$ cat config.mk
export PLATFORM = sky130hd
export DESIGN_NAME = flot_square_seq_flat
export DESIGN_NICKNAME = d
export VERILOG_FILES = /design/src/rtl/flot_square_seq_if.sv /design/src/rtl/flot_square_seq.sv /design/src/flat_wrapper.sv
export SDC_FILE = /design/constraint.sdc
export NUM_CORES = 1
export LEC_CHECK = 0
export CAP_MARGIN = 20
export CORE_ASPECT_RATIO = 1.2
export CORE_MARGIN = 2
export CORE_UTILIZATION = 47
export DETAILED_ROUTE_END_ITERATION = 6
export PLACE_DENSITY_LB_ADDON = 0.25
export SYNTH_ARGS = -nofsm -noshare
export SYNTH_HDL_FRONTEND = slang
export SYNTH_SLANG_ARGS = --single-unit
$ cat constraint.sdc
create_clock -name CLK -period 5.5 [get_ports CLK]
set_input_delay 1.1 -clock CLK [delete_from_list [all_inputs] [get_ports CLK]]
set_output_delay 1.1 -clock CLK [all_outputs]
set_load 0.02 [all_outputs]
$ cat src/rtl/flot_square_seq_if.sv
// Operand/result handshake bundle for the sequential floating-point squarer.
interface flot_square_seq_if #(
  parameter int unsigned WIDTH = 32
);
  logic             in_valid;
  logic             in_ready;
  logic [WIDTH-1:0] OP;
  logic             exce_in;
  logic             out_valid;
  logic [WIDTH-1:0] result;
  logic             exce_out;

  modport master (
    output in_valid, OP, exce_in,
    input  in_ready, out_valid, result, exce_out
  );

  modport slave (
    input  in_valid, OP, exce_in,
    output in_ready, out_valid, result, exce_out
  );
endinterface

$ cat src/rtl/flot_square_seq.sv
// Multi-cycle floating-point squarer: one shift-add step per significand bit.
// Optional macro FLOT_SQUARE_ROUND_NEAREST_EN selects round-to-nearest-even instead of truncation.
module flot_square_seq #(
  parameter int unsigned WIDTH     = 32,
  parameter int unsigned WIDTH_exp = 8,
  parameter int unsigned WIDTH_mat = 23
) (
  input  logic           CLK,
  input  logic           RST,
  input  logic           CE,
  flot_square_seq_if.slave bus
);

  localparam int unsigned SIG_W    = WIDTH_mat + 1;
  localparam int unsigned PROD_W   = 2 * SIG_W;
  localparam int unsigned EXP2_W   = WIDTH_exp + 2;
  localparam int unsigned CNT_W    = $clog2(SIG_W + 1);
  localparam int unsigned BIAS     = (1 << (WIDTH_exp - 1)) - 1;
  localparam int unsigned EXP_ONES = (1 << WIDTH_exp) - 1;
  localparam logic [WIDTH-1:0] INF_RES = {1'b0, {WIDTH_exp{1'b1}}, {WIDTH_mat{1'b0}}};

  typedef enum logic [1:0] {IDLE, CALC, NORM, DONE} state_t;

  state_t               state;
  logic [CNT_W-1:0]     cnt;
  logic [SIG_W-1:0]     sig;
  logic [PROD_W-1:0]    prod;
  logic [WIDTH_exp-1:0] exp_q;
  logic                 exce_q;
  logic                 in_ready_q;
  logic                 out_valid_q;
  logic [WIDTH-1:0]     result_q;
  logic                 exce_out_q;

  logic [SIG_W:0]              step_sum;
  logic [PROD_W-1:0]           step_prod;
  logic                        hi;
  logic [WIDTH_mat-1:0]        mant;
  logic [WIDTH_mat-1:0]        mant_fin;
  logic signed [EXP2_W-1:0]    e2;
  logic [WIDTH-1:0]            res_n;
  logic                        exce_n;
`ifdef FLOT_SQUARE_ROUND_NEAREST_EN
  logic                        guard;
  logic                        sticky;
  logic [WIDTH_mat:0]          mant_rnd;
`endif

  // Shift-add step: the multiplier occupies the low half of prod and is consumed LSB first.
  always_comb begin : step
    step_sum  = {1'b0, prod[PROD_W-1:SIG_W]} + (prod[0] ? {1'b0, sig} : '0);
    step_prod = {step_sum, prod[SIG_W-1:1]};
  end

  // Normalise, round and resolve special cases from the finished product.
  always_comb begin : norm_round
    hi   = prod[PROD_W-1];
    mant = hi ? prod[PROD_W-2 -: WIDTH_mat] : prod[PROD_W-3 -: WIDTH_mat];
    e2   = $signed(EXP2_W'({exp_q, 1'b0})) - $signed(EXP2_W'(BIAS));
    if (hi) e2 = e2 + $signed(EXP2_W'(1));
`ifdef FLOT_SQUARE_ROUND_NEAREST_EN
    guard    = hi ? prod[PROD_W-2-WIDTH_mat] : prod[PROD_W-3-WIDTH_mat];
    sticky   = hi ? |prod[PROD_W-3-WIDTH_mat:0] : |prod[PROD_W-4-WIDTH_mat:0];
    mant_rnd = {1'b0, mant} + (WIDTH_mat+1)'(guard & (sticky | mant[0]));
    mant_fin = mant_rnd[WIDTH_mat-1:0];
    // A carry out means the significand rounded up to 2.0; the fraction is already zero.
    if (mant_rnd[WIDTH_mat]) e2 = e2 + $signed(EXP2_W'(1));
`else
    mant_fin = mant;
`endif
    res_n  = '0;
    exce_n = 1'b0;
    if (exce_q) begin
      exce_n = 1'b1;
    end else if (&exp_q) begin
      res_n  = INF_RES;
      exce_n = 1'b1;
    end else if (exp_q == '0) begin
      res_n = '0;
    end else if (e2 >= $signed(EXP2_W'(EXP_ONES))) begin
      res_n  = INF_RES;
      exce_n = 1'b1;
    end else if (e2 <= $signed(EXP2_W'(0))) begin
      res_n = '0;
    end else begin
      res_n = {1'b0, e2[WIDTH_exp-1:0], mant_fin};
    end
  end

  // Control FSM and all registered outputs; CE low freezes everything.
  always_ff @(posedge CLK or posedge RST) begin : fsm
    if (RST) begin
      state       <= IDLE;
      cnt         <= '0;
      sig         <= '0;
      prod        <= '0;
      exp_q       <= '0;
      exce_q      <= 1'b0;
      in_ready_q  <= 1'b1;
      out_valid_q <= 1'b0;
      result_q    <= '0;
      exce_out_q  <= 1'b0;
    end else if (CE) begin
      case (state)
        IDLE: begin
          if (bus.in_valid && in_ready_q) begin
            sig        <= {1'b1, bus.OP[WIDTH_mat-1:0]};
            prod       <= {SIG_W'(0), 1'b1, bus.OP[WIDTH_mat-1:0]};
            exp_q      <= bus.OP[WIDTH-2 -: WIDTH_exp];
            exce_q     <= bus.exce_in;
            cnt        <= CNT_W'(SIG_W);
            in_ready_q <= 1'b0;
            state      <= CALC;
          end
        end
        CALC: begin
          if (cnt == '0) begin
            state <= NORM;
          end else begin
            prod <= step_prod;
            cnt  <= cnt - CNT_W'(1);
          end
        end
        NORM: begin
          result_q    <= res_n;
          exce_out_q  <= exce_n;
          out_valid_q <= 1'b1;
          state       <= DONE;
        end
        DONE: begin
          out_valid_q <= 1'b0;
          in_ready_q  <= 1'b1;
          state       <= IDLE;
        end
        default: state <= IDLE;
      endcase
    end
  end

  assign bus.in_ready  = in_ready_q;
  assign bus.out_valid = out_valid_q;
  assign bus.result    = result_q;
  assign bus.exce_out  = exce_out_q;

endmodule
$ cat src/flat_wrapper.sv
// flat-port wrapper written by rule: the top's interface ports become plain ports
module flot_square_seq_flat 
#(
  parameter int unsigned WIDTH     = 32,
  parameter int unsigned WIDTH_exp = 8,
  parameter int unsigned WIDTH_mat = 23
)
  (CLK, RST, CE, bus_in_valid, bus_OP, bus_exce_in, bus_in_ready, bus_out_valid, bus_result, bus_exce_out);
  flot_square_seq_if #(.WIDTH(WIDTH)) bus_i ();
  input  logic CLK;
  input  logic RST;
  input  logic CE;
  input wire logic [$bits(bus_i.in_valid)-1:0] bus_in_valid;
  input wire logic [$bits(bus_i.OP)-1:0] bus_OP;
  input wire logic [$bits(bus_i.exce_in)-1:0] bus_exce_in;
  output wire logic [$bits(bus_i.in_ready)-1:0] bus_in_ready;
  output wire logic [$bits(bus_i.out_valid)-1:0] bus_out_valid;
  output wire logic [$bits(bus_i.result)-1:0] bus_result;
  output wire logic [$bits(bus_i.exce_out)-1:0] bus_exce_out;
  assign bus_i.in_valid = bus_in_valid;
  assign bus_i.OP = bus_OP;
  assign bus_i.exce_in = bus_exce_in;
  assign bus_in_ready = bus_i.in_ready;
  assign bus_out_valid = bus_i.out_valid;
  assign bus_result = bus_i.result;
  assign bus_exce_out = bus_i.exce_out;
  flot_square_seq #(.WIDTH(WIDTH), .WIDTH_exp(WIDTH_exp), .WIDTH_mat(WIDTH_mat)) u_core (.CLK(CLK), .RST(RST), .CE(CE), .bus(bus_i));
endmodule
==> metrics.txt, run 1 <==
status finished, final reports clean; CP peak stage delay around 0.89 ns; cts hold-fix bufs 0; Seq/Total Area, Yosys around 43%; utilization after layout around 57%; Peak VDD IR around 0.00026 V; Compound-Gate Fraction of Synth Area between 10% and 20%; first-pass GRT wire length 27700 um; Yosys warning count 0; core box area 14900 um^2; mux cell area share after synthesis under 10%; Slew @ Worst Pin about 1.1 ns; die area roughly 16000 um^2; Mapped Area ~7100 um^2; die height about 140 um; unrepaired setup endpoints after global routing false; Crit path top cell by count a21oi_1; CTS HTree Levels 4; Leak around 3.8 nW; setup tns final 0 ns; vias between 5000 and 6000; Pwr Density between 500 and 600 nW/um^2; post-CTS setup buffer count 0; Multi-input gate area between 3000 and 4000 um^2; post-synthesis async set-or-reset flop share between 90% and 100%; ranking of synthesized cells by area dfrtp_1 43%, ha_1 6.5%, nand2_1 6.4%; Sequential Power Share 34.4%; Nets 855; Final GP Congestion ~0.86; Sw Pwr 0.00177 W; Slew headroom 25.4%; syn nets around 800; wire length per cell 16.4 um; I/O pin count just over 70; CP Max Fanout between 40 and 50; I/O Buffers 69; Clk pin slew, worst setup/hold paths approximately 0.050 ns; fill count between 1000 and 1500; worst-path cell with the longest stage delay nor2_4; Setup violations, final 0; CTS root buf clkbuf_16; element type at the critical path end register; Antenna Nets Post-Route 0; syn avg cell area roughly 9.8 um^2; GRT Resource Usage Total between 20% and 30%; Final Critical Period roughly 3.2 ns; count of different cell masters after synthesis 73; Worst EP required 5.84 ns; area delta synth->final 19.6%; # DRC 0; Placed Cells just under 1000; Chip Width 116 um; Final Max Tran Viols 0; worst endpoint data arrival time approximately 3.5 ns; Hold Fails Final Rpt 0; simple-gate area share of the yosys netlist approximately 17%; initial core utilization between 40% and 50%; CTS max path bufs 2; Synth top area share 42.5%; Clk pwr share between 20% and 30%; CTS tree built; Logic pwr share between 40% and 50%; Register Area a little over 3000 um^2; number of synthesized flops with an enable pin 0; Adder-Cell Fraction of Synth Area under 10%; largest net degree at the start of global routing 46; fin crit share between 50 and 60%; drt total wl 16400 um; Num CTS Buffers 17; diode count 0; area leader, netlist dfrtp_1; Synth Area in XOR/XNOR between 2 and 3%; synthesized flop and latch total roughly 120; largest family of logic cells by synthesized area compound AO/OA/AOI/OAI gates; final setup skew approximately 0.0083 ns; final non-filler cell total approximately 1000; Hold Path Class register to register; antenna violations before repair 0; cell row count 49; layout cells sized above 1 about 12%; CP startpoint kind input port; critical-path cell list clkdlybuf4s50_1, nand4_1, buf_4, nor2_1, nor2_4, a21oi_1, a21oi_1; Worst-Skew Late Latency around 0.42 ns; Gate Count Post-Synth between 700 and 800; vias in the first global route ~5600; f_max ~310 MHz; # clock sinks approximately 120; max cap viols 0; sw frac approximately two fifths; Main synth FF type dfrtp_1; Int Power between 0.002 and 0.003 W; drt first pass iters 4; dpl hpwl 11700 um; Worst Path Class, Setup input port to register; PostCTS Resize Cnt 0; grt total ovfl 0; Vias/cell 5.53; starting DRC count in detailed routing 264
==> registers in the layout, summed over array words and instances (netlist names) <==
name                  flops
u_core.prod              48
u_core.bus.result        31
u_core.sig               24
u_core.exp_q              8
u_core.cnt                5
u_core.state              2
u_core.bus.exce_out       1
u_core.bus.in_ready       1
u_core.bus.out_valid      1
u_core.exce_q             1
==> logic make-up after synthesis <==
| kind of cell | after synthesis |
|---|---|
| AND/OR/NAND/NOR | 240 |
| AO/OA/AOI/OAI | 191 |
| flip-flops | 122 |
| buffers and inverters | 59 |
| multiplexers | 57 |
| adder cells (fa/ha/maj) | 38 |
| XOR/XNOR | 21 |
| other | 1 |
==> power by group through the flow <==
stage	logic [W]	registers [W]	clock network (W)
after floorplan	0.00138	0.00156	0
after global placement	0.00182	0.00158	0
after detailed placement	0.00186	0.00161	0
after CTS	0.00188	0.00160	0.00120
after global routing	0.00209	0.00166	0.00125
final	0.00187	0.00160	0.00118
==> critical path, delay by kind of cell <==
family | cells | cell delay, ns
compound gates | 2 | 0.29
buf+inv | 2 | 0.96
simple gates | 3 | 1.17
==> final timing paths <==
kind | start | end | slack (ns) | cells after the start
min in group asynchronous | RST | u_core.bus.result[5]$_DFFE_PP0P_ | 1.07 | 2
worst min-delay path | u_core.sig[23]$_DFFE_PP0P_ | u_core.sig[23]$_DFFE_PP0P_ | 0.46 | 1
worst min register to register | u_core.sig[23]$_DFFE_PP0P_ | u_core.sig[23]$_DFFE_PP0P_ | 0.46 | 1
max in group asynchronous | RST | u_core.prod[19]$_DFFE_PP0P_ | 3.47 | 3
worst max register to register | u_core.prod[0]$_DFFE_PP0P_ | u_core.prod[46]$_DFFE_PP0P_ | 2.40 | 8
worst max-delay path | CE | u_core.cnt[0]$_DFFE_PP0P_ | 2.30 | 7
==> cell usage in the layout, fill, tap and decap left out, types with 4 or more instances in the layout <==
| cell | count |
|---|---|
| nand3_1 | 15 |
| dfrtp_1 | 121 |
| clkinv_2 | 4 |
| xor2_1 | 10 |
| nand2b_1 | 5 |
| a21oi_1 | 43 |
| buf_4 | 6 |
| bufinv_16 | 4 |
| o31ai_1 | 4 |
| xnor2_1 | 11 |
| clkdlybuf4s50_1 | 69 |
| or3_1 | 5 |
| inv_1 | 15 |
| o21ai_0 | 36 |
| and2_1 | 27 |
| a22oi_1 | 23 |
| o22ai_1 | 4 |
| o211ai_1 | 4 |
| ha_1 | 37 |
| mux2_2 | 32 |
| o21ai_2 | 20 |
| a31oi_1 | 6 |
| nand4_1 | 9 |
| clkbuf_1 | 4 |
| nor3_1 | 6 |
| nand2_1 | 122 |
| a21o_1 | 11 |
| clkbuf_16 | 17 |
| and3_1 | 8 |
| o221ai_1 | 5 |
| mux2i_1 | 25 |
| nor2_1 | 23 |
==> per-stage QoR <==
stage	power [W]	worst slack (ns)	instance area, um^2	hold WS, ns
2_1_floorplan	0.00294	1.16	7120	0.426
3_3_place_gp	0.00340	1.89	7890	0.456
3_5_place_dp	0.00348	1.83	7890	0.456
4_1_cts	0.00468	2.30	8520	0.468
5_1_grt	0.00499	2.06	8520	0.502
6_report	0.00464	2.30	8520	0.460
==> routing by layer <==
layer  track usage (%)  part of all wire [%]  vias to the layer above
met4              6.64                   1.5                        0
met1              28.6                    47                     2656
li1                  -                     -                     2738
met2              35.5                    48                       99
met5                 0                     0                        -
met3              4.98                   3.3                       23
==> cell usage after synthesis, types with 6 or more instances <==
| library cell | number |
|---|---|
| and2_1 | 27 |
| inv_1 | 16 |
| and3_1 | 8 |
| nand3_1 | 15 |
| clkbuf_1 | 21 |
| xor2_1 | 10 |
| a31oi_1 | 6 |
| nor2_1 | 23 |
| o21ai_0 | 36 |
| xnor2_1 | 11 |
| a21o_1 | 11 |
| nand4_1 | 9 |
| nor3_1 | 6 |
| mux2_2 | 32 |
| a22oi_1 | 23 |
| o21ai_2 | 20 |
| a21oi_1 | 43 |
| mux2i_1 | 25 |
| nand2_1 | 122 |
| ha_1 | 37 |
| buf_2 | 13 |
| dfrtp_1 | 121 |
==> layout make-up <==
class	count	share of cell area [%]
multi-input combinational	548	44.5
clock buffer	24	5.66
sequential	122	35.9
timing repair buffer	75	8.64
tap	204	3.00
inverter	16	0.735
clock inverter	8	1.65
No activity file was read; power rests on OpenSTA's default activity.
==> run 2: changes to the inputs <==
- clock period: 5.5 -> 3.1 ns (I/O delays scaled with it)
==> run 2 against run 1 <==
  * Clock power is 76% higher
  * Worst setup slack worse by 2.0 ns
  * Critical path type is now register to register
  * Worst hold slack worse by 0.0043 ns
  * Register-to-register slack worse by 2.1 ns
  * Sequential power is 77% higher
  * Final cell count is 0.80% higher
  * Combinational power is 80% higher
  * Routed wire length is 1.1% lower
  * Largest cell class unchanged
  * Core utilization is 0.54 points higher
  * First-iteration DRC count is 15% higher
  * Power is 78% higher
==> metrics.txt, run 2 (synthesis gave the netlist of run 1 again) <==
Pwr Density 962 nW/um^2 (+76%); largest net degree at the start of global routing 123 (+170%); GRT Resource Usage Total 21.2% (-0.45 points); cell count of the worst reg-to-reg path 10 (+2); grt total ovfl 0 (unchanged); area delta synth->final 20.7%; CTS HTree Levels 4 (unchanged); Clk pin slew, worst setup/hold paths 0.06 ns (about the same); fill count 1329 (-0.30%); final setup skew 0.0105 ns (+0.00220 ns); setup tns final 0 ns (unchanged); pre-CTS setup slack 0.298 ns (-1.53 ns); sw frac 38.0% (about the same); final non-filler cell total 1005 (+0.80%); Final Critical Period around 2.8 ns; Levels on crit path 10 (+3); # DRC 0 (unchanged); Int Power 0.00512 W (+78%); Final GP Congestion 0.843 (-2.0%); Logic pwr share 40.6% (+0.4 points); Slew headroom 57.6% (+32 points); layout cells sized above 1 13.7% (+1.2 points); diode count 0 (unchanged); Placed Cells 973 (+0.83%); placed cell area 7970 um^2 (+0.94%); antenna violations before repair 0 (unchanged); worst endpoint data arrival time 3.11 ns (-0.43 ns); I/O pin count 72 (unchanged); post-CTS setup buffer count 0 (unchanged); Chip Width 116 um (unchanged); I/O Buffers 69 (unchanged); element type at the critical path end register; buffers and inverters on the worst path 2 (unchanged); Hold Path End u_core.sig[23]$_DFFE_PP0P_; Hold Path Class register to register; Worst EP required 3.43 ns (-2.41 ns); Num CTS Buffers 17 (unchanged); Leak 3.80 nW (+0.81%); cell row count 49 (unchanged); vias in the first global route 5560 (-0.98%); Hold Fails Final Rpt 0 (unchanged); status finished, final reports clean; most common library cell in the layout ignoring fill and taps nand2_1; CTS max path bufs 2 (unchanged); f_max about 360 MHz; reg2reg end u_core.prod[46]$_DFFE_PP0P_; critical-path cell list buf_4, and2_1, ha_1, and4_1, and3_1, o211a_1, o41ai_1, buf_4, a2111o_1, o211ai_1; Slew @ Worst Pin 0.636 ns (-0.480 ns); crit path launch u_core.prod[0]$_DFFE_PP0P_; cts hold-fix bufs 0 (unchanged); wire length per cell 16.1 um (-1.9%); die height 139 um (unchanged); Sw Pwr 0.00314 W (+78%); Peak VDD IR 0.000524 V (+100%); worst-path cell with the longest stage delay dfrtp_1; Antenna Nets Post-Route 0 (unchanged); drt first pass iters 6 (+2); worst hold path stage count 1 (unchanged); # clock sinks 122 (unchanged); Sequential Power Share 34.3% (about the same); CP startpoint kind register; most flop-heavy register u_core.prod; PostCTS Resize Cnt 0 (unchanged); Worst-Skew Late Latency 0.42 ns (about the same); unrepaired setup endpoints after global routing false; dpl hpwl 11800 um (+0.54%); drt total wl 16200 um (-1.1%); die area 16200 um^2 (unchanged); CTS tree built; first-pass GRT wire length 27200 um (-1.8%); Vias/cell 5.56 (+0.43%); max cap viols 0 (unchanged); initial core utilization 47.8% (unchanged); flop-to-flop setup slack 0.33 ns (-2.07 ns); Worst Path Class, Setup register to register; design area 8600 um^2 (+0.94%); Setup violations, final 0 (unchanged); final worst slack 0.327 ns (-1.97 ns); fin crit share between 80% and 90%; Nets 863 (+0.94%); vias 5584 (+1.2%); Crit path top cell by count buf_4; CP peak stage delay 0.43 ns (-0.46 ns); core box area 14900 um^2 (unchanged); CP Max Fanout 18 (-60%); delay-heaviest family, CP compound AO/OA/AOI/OAI gates; most frequent cells in the layout 122 x nand2_1, 121 x dfrtp_1, 69 x clkdlybuf4s50_1; max reg flops 48 (unchanged); starting DRC count in detailed routing 304 (+15%); hold_sp u_core.sig[23]$_DFFE_PP0P_; Clk pwr share 25.1% (-0.3 points); CTS root buf clkbuf_16; Pwr Total 0.00827 W (+78%); Reg-to-Reg Start u_core.prod[0]$_DFFE_PP0P_; Final Max Tran Viols 0 (unchanged)
[run 2: cell count changes in the layout (fill, tap and decap cells not counted)]
cell | previous run | this run
buf_4 | 6 | 13
clkinvlp_4 | 0 | 4
clkbuf_1 | 4 | 1
buf_12 | 0 | 1
clkbuf_8 | 3 | 2
clkinv_4 | 0 | 1
inv_4 | 1 | 0
[run 2: how the worst max path moves through the flow]
stage | to
floorplan | u_core.prod[41]$_DFFE_PP0P_
global placement | u_core.prod[46]$_DFFE_PP0P_
detailed placement | u_core.bus.result[21]$_DFFE_PP0P_
CTS | u_core.prod[46]$_DFFE_PP0P_
global route | u_core.prod[43]$_DFFE_PP0P_
finish | u_core.prod[46]$_DFFE_PP0P_
[run 2: final cells by class]
type | count | area [um^2] | area share (%)
Timing Repair Buffer | 83 | 808 | 9.40
Tap cell | 204 | 255 | 2.97
Inverter | 16 | 63.8 | 0.742
Sequential cell | 122 | 3050 | 35.5
Clock inverter | 12 | 171 | 1.99
Multi-Input combinational cell | 548 | 3790 | 44.0
Clock buffer | 20 | 457 | 5.31
[run 2: routing by layer]
metal,global-route usage [%],up-vias,share of wire (%)
li1,-,2756,-
met1,28.4,2702,46
met2,34.5,116,49
met3,4.81,10,4.1
met4,6.14,0,0.99
met5,0,-,0
[run 2: through the flow]
step | utilization, % | hold WS (ns)
after floorplan | - | 0.426
after global placement | 53.5 | 0.450
after detailed placement | 53.5 | 0.448
after CTS | 57.7 | 0.461
after global routing | 57.7 | 0.494
final | 57.7 | 0.456
[run 2: power by group through the flow]
stage	logic, W	clock network [W]	registers [W]
CTS	0.00338	0.00212	0.00283
global placement	0.00327	0	0.00282
global route	0.00375	0.00219	0.00293
finish	0.00336	0.00208	0.00283
detailed placement	0.00335	0	0.00286
floorplan	0.00245	0	0.00277
==> run 3: changes to the inputs <==
- ABC_AREA: unset -> 1
- CTS_CLUSTER_SIZE: unset -> 20
==> run 3 against run 2 <==
  * Flip-flop and latch count unchanged
  * Die area rose by 6.3%
  * Maximum frequency rose by 12%
  * Clock skew down 0.00055 ns
  * Register-to-register slack better by 0.30 ns
  * Count of clock-buffer cells in the layout grew 5
  * Worst setup slack gained 0.30 ns
  * Critical path type unchanged
  * Area after synthesis grew 6.5%
  * First-iteration DRC count is 16% higher
  * Worst hold slack improved by 0.015 ns
  * Non-clock buffer count rose by 3
  * Largest power group unchanged
==> metrics.txt, run 3 <==
most frequent cells after synthesis 383 x nand2_1, 121 x dfrtp_1, 105 x inv_1; Seq/Total Area, Yosys 40.3% (-2.6 points); top-count cell post-synth nand2_1; Main synth FF type dfrtp_1; Antenna Nets Post-Route 0 (unchanged); CTS max path bufs 2 (unchanged); flop-to-flop setup slack 0.62 ns (+0.30 ns); CTS HTree Levels 4 (unchanged); Setup violations, final 0 (unchanged); Hold Path Class register to register; post-synthesis async set-or-reset flop share 100% (unchanged); Yosys warning count 0 (unchanged); wire length per cell 13.9 um (-14%); GRT Resource Usage Total 22.3% (+1.1 points); antenna violations before repair 0 (unchanged); most common library cell in the layout ignoring fill and taps nand2_1; number of synthesized flops with an enable pin 0 (unchanged); Nets 1171 (+36%); Hold Slack 0.471 ns (+0.0151 ns); most flop-heavy register u_core.prod; Num CTS Buffers 17 (unchanged); Clk pin slew, worst setup/hold paths 0.06 ns (about the same); Chip Width 120 um (+3.1%); largest family of logic cells by synthesized area simple AND/OR/NAND/NOR gates; Worst EP required 3.40 ns (-0.03 ns); Compound-Gate Fraction of Synth Area 11.1% (-7.5 points); cell row count 50 (+2.0%); Mapped Area 7580 um^2 (+6.5%); Worst Path Class, Setup register to register; area delta synth->final 19.5%; Gate Count Post-Synth 1030 (+41%); element type at the critical path end register; CP startpoint kind register; first-pass GRT wire length 30500 um (+12%); Pwr Density 915 nW/um^2 (-4.9%); most frequent cells in the layout 383 x nand2_1, 121 x dfrtp_1, 104 x inv_1; setup tns final 0 ns (unchanged); Leak 4.60 nW (+21%); die height 143 um (+3.1%); dpl hpwl 13800 um (+17%); vias 6715 (+20%); diode count 0 (unchanged); syn nets 1105 (+37%); Crit path top cell by count nand2_1; max cap viols 0 (unchanged); status finished, final reports clean; final setup skew 0.00996 ns (-0.000545 ns); synthesized flop and latch total 122 (unchanged); Final Critical Period 2.48 ns (-0.298 ns); die area 17200 um^2 (+6.3%); worst endpoint data arrival time 2.77 ns (-0.34 ns); drt total wl 18200 um (+13%); I/O Buffers 69 (unchanged); simple-gate area share of the yosys netlist 33.1% (+17 points); mux cell area share after synthesis 0.132% (-8.4 points); area leader, netlist dfrtp_1; CTS tree built; largest net degree at the start of global routing 56 (-54%); count of different cell masters after synthesis 46 (-37%); layout cells sized above 1 8.93% (-4.8 points); syn avg cell area 7.36 um^2 (-25%); initial core utilization 48.3% (+0.48 points); delay-heaviest family, CP simple AND/OR/NAND/NOR gates; Pwr Total 0.00828 W (+0.19%); f_max 404 MHz (+12%); # clock sinks 122 (unchanged); buffers and inverters on the worst path 3 (+1); CTS root buf clkbuf_16; critical-path cell list buf_4, nand2_1, fa_1, o21ai_0, buf_4, nand2_1, nand2_1, buf_4, nand2_1, nand2_1, nand2_1, nand2_1, nand2_1, nand2_1, o21ai_0; drt first pass iters 5 (-1); fin crit share 79.8% (-9.6 points); Synth top area share 39.9% (-2.6 points); ranking of synthesized cells by area dfrtp_1 40%, nand2_1 19%, ha_1 6.1%; worst-path cell with the longest stage delay fa_1; CP Max Fanout 24 (+6); Worst-Skew Late Latency 0.42 ns (about the same); Synth Area in XOR/XNOR 0.561% (-2.0 points); Slew headroom 55.6% (-2.0 points); Slew @ Worst Pin 0.665 ns (+0.0286 ns); cts hold-fix bufs 0 (unchanged); core box area 15700 um^2 (+5.4%); # DRC 0 (unchanged); PostCTS Resize Cnt 0 (unchanged); starting DRC count in detailed routing 353 (+16%); fill count 1454 (+9.4%); vias in the first global route 6361 (+14%); Final GP Congestion 0.925 (+9.7%); Vias/cell 5.10 (-8.2%); Final Max Tran Viols 0 (unchanged); post-CTS setup buffer count 0 (unchanged); I/O pin count 72 (unchanged); max reg flops 48 (unchanged); Adder-Cell Fraction of Synth Area 6.37% (-0.41 points); Peak VDD IR 0.000476 V (-9.2%); Hold Fails Final Rpt 0 (unchanged); CP peak stage delay 0.49 ns (+0.06 ns); unrepaired setup endpoints after global routing false; grt total ovfl 0 (unchanged)
[run 3: cell types whose count changed after synthesis, moves of 25 or more]
cell     change
and2_1      -27
nor2_1      +29
mux2_2      -32
nor3_1      +25
inv_1       +89
nand3_1     +25
nand2_1    +261
o21ai_0     +29
[run 3: metal layers]
| metal | global-route usage, % | routed length (um) | up-vias | share of wire (%) |
|---|---|---|---|---|
| met5 | 0 | 0 | - | 0 |
| met4 | 8.98 | 429 | 0 | 2.4 |
| met3 | 3.31 | 763 | 29 | 4.2 |
| met2 | 36.5 | 8600 | 159 | 47 |
| met1 | 29.9 | 8440 | 3062 | 46 |
| li1 | - | - | 3465 | - |
[run 3: logic make-up after synthesis]
kind of cell    count (synthesis)
simple gates                  566
fa+ha+maj                      38
mux                             1
compound gates                148
other cells                     1
flops                         122
buf+inv                       150
xor+xnor                        4
[run 3: worst register-to-register path: cells and delay by family (launching register included)]
| family | cells | cell delay, ns |
|---|---|---|
| fa+ha+maj | 1 | 0.49 |
| compound gates | 2 | 0.25 |
| flops | 1 | 0.34 |
| simple gates | 9 | 0.76 |
| buf+inv | 3 | 0.53 |
[run 3: stage by stage]
stage	std cells	instance area (um^2)	setup WS (ns)	util, %
final	1317	9050	0.625	57.7
after global routing	1317	9050	0.405	57.7
after CTS	1317	9050	0.623	57.7
after detailed placement	1285	8460	0.413	53.8
after global placement	1285	8460	0.449	53.8
after floorplan	1030	7580	0.525	-
[run 3: worst paths after layout]
| kind | start | end | cells past startpoint |
|---|---|---|---|
| max | u_core.prod[0]$_DFFE_PP0P_ | u_core.prod[39]$_DFFE_PP0P_ | 15 |
| min | u_core.sig[0]$_DFFE_PP0P_ | u_core.sig[0]$_DFFE_PP0P_ | 2 |
| max reg2reg | u_core.prod[0]$_DFFE_PP0P_ | u_core.prod[39]$_DFFE_PP0P_ | 15 |
| min in group asynchronous | RST | u_core.cnt[0]$_DFFE_PP0P_ | 2 |
| max in group asynchronous | RST | u_core.exp_q[5]$_DFFE_PP0P_ | 4 |
| min reg2reg | u_core.sig[0]$_DFFE_PP0P_ | u_core.sig[0]$_DFFE_PP0P_ | 2 |
[run 3: final cells by class]
cell class,instances,area [um^2],area share (%)
flip-flops and latches,122,3050,33.7
well taps,208,260,2.87
repair buffers,86,831,9.18
clock buffers,25,485,5.36
clock inverters,7,114,1.26
inverters,111,420,4.64
multi-input cells,758,3890,43.0
[run 3: power breakdown]
group	total (W)	leakage (nW)	switching, W	internal (W)
Combinational	0.00352	2.73	0.00222	0.00130
Sequential	0.00273	1.57	0.000459	0.00227
Clock	0.00203	0.295	0.000704	0.00133
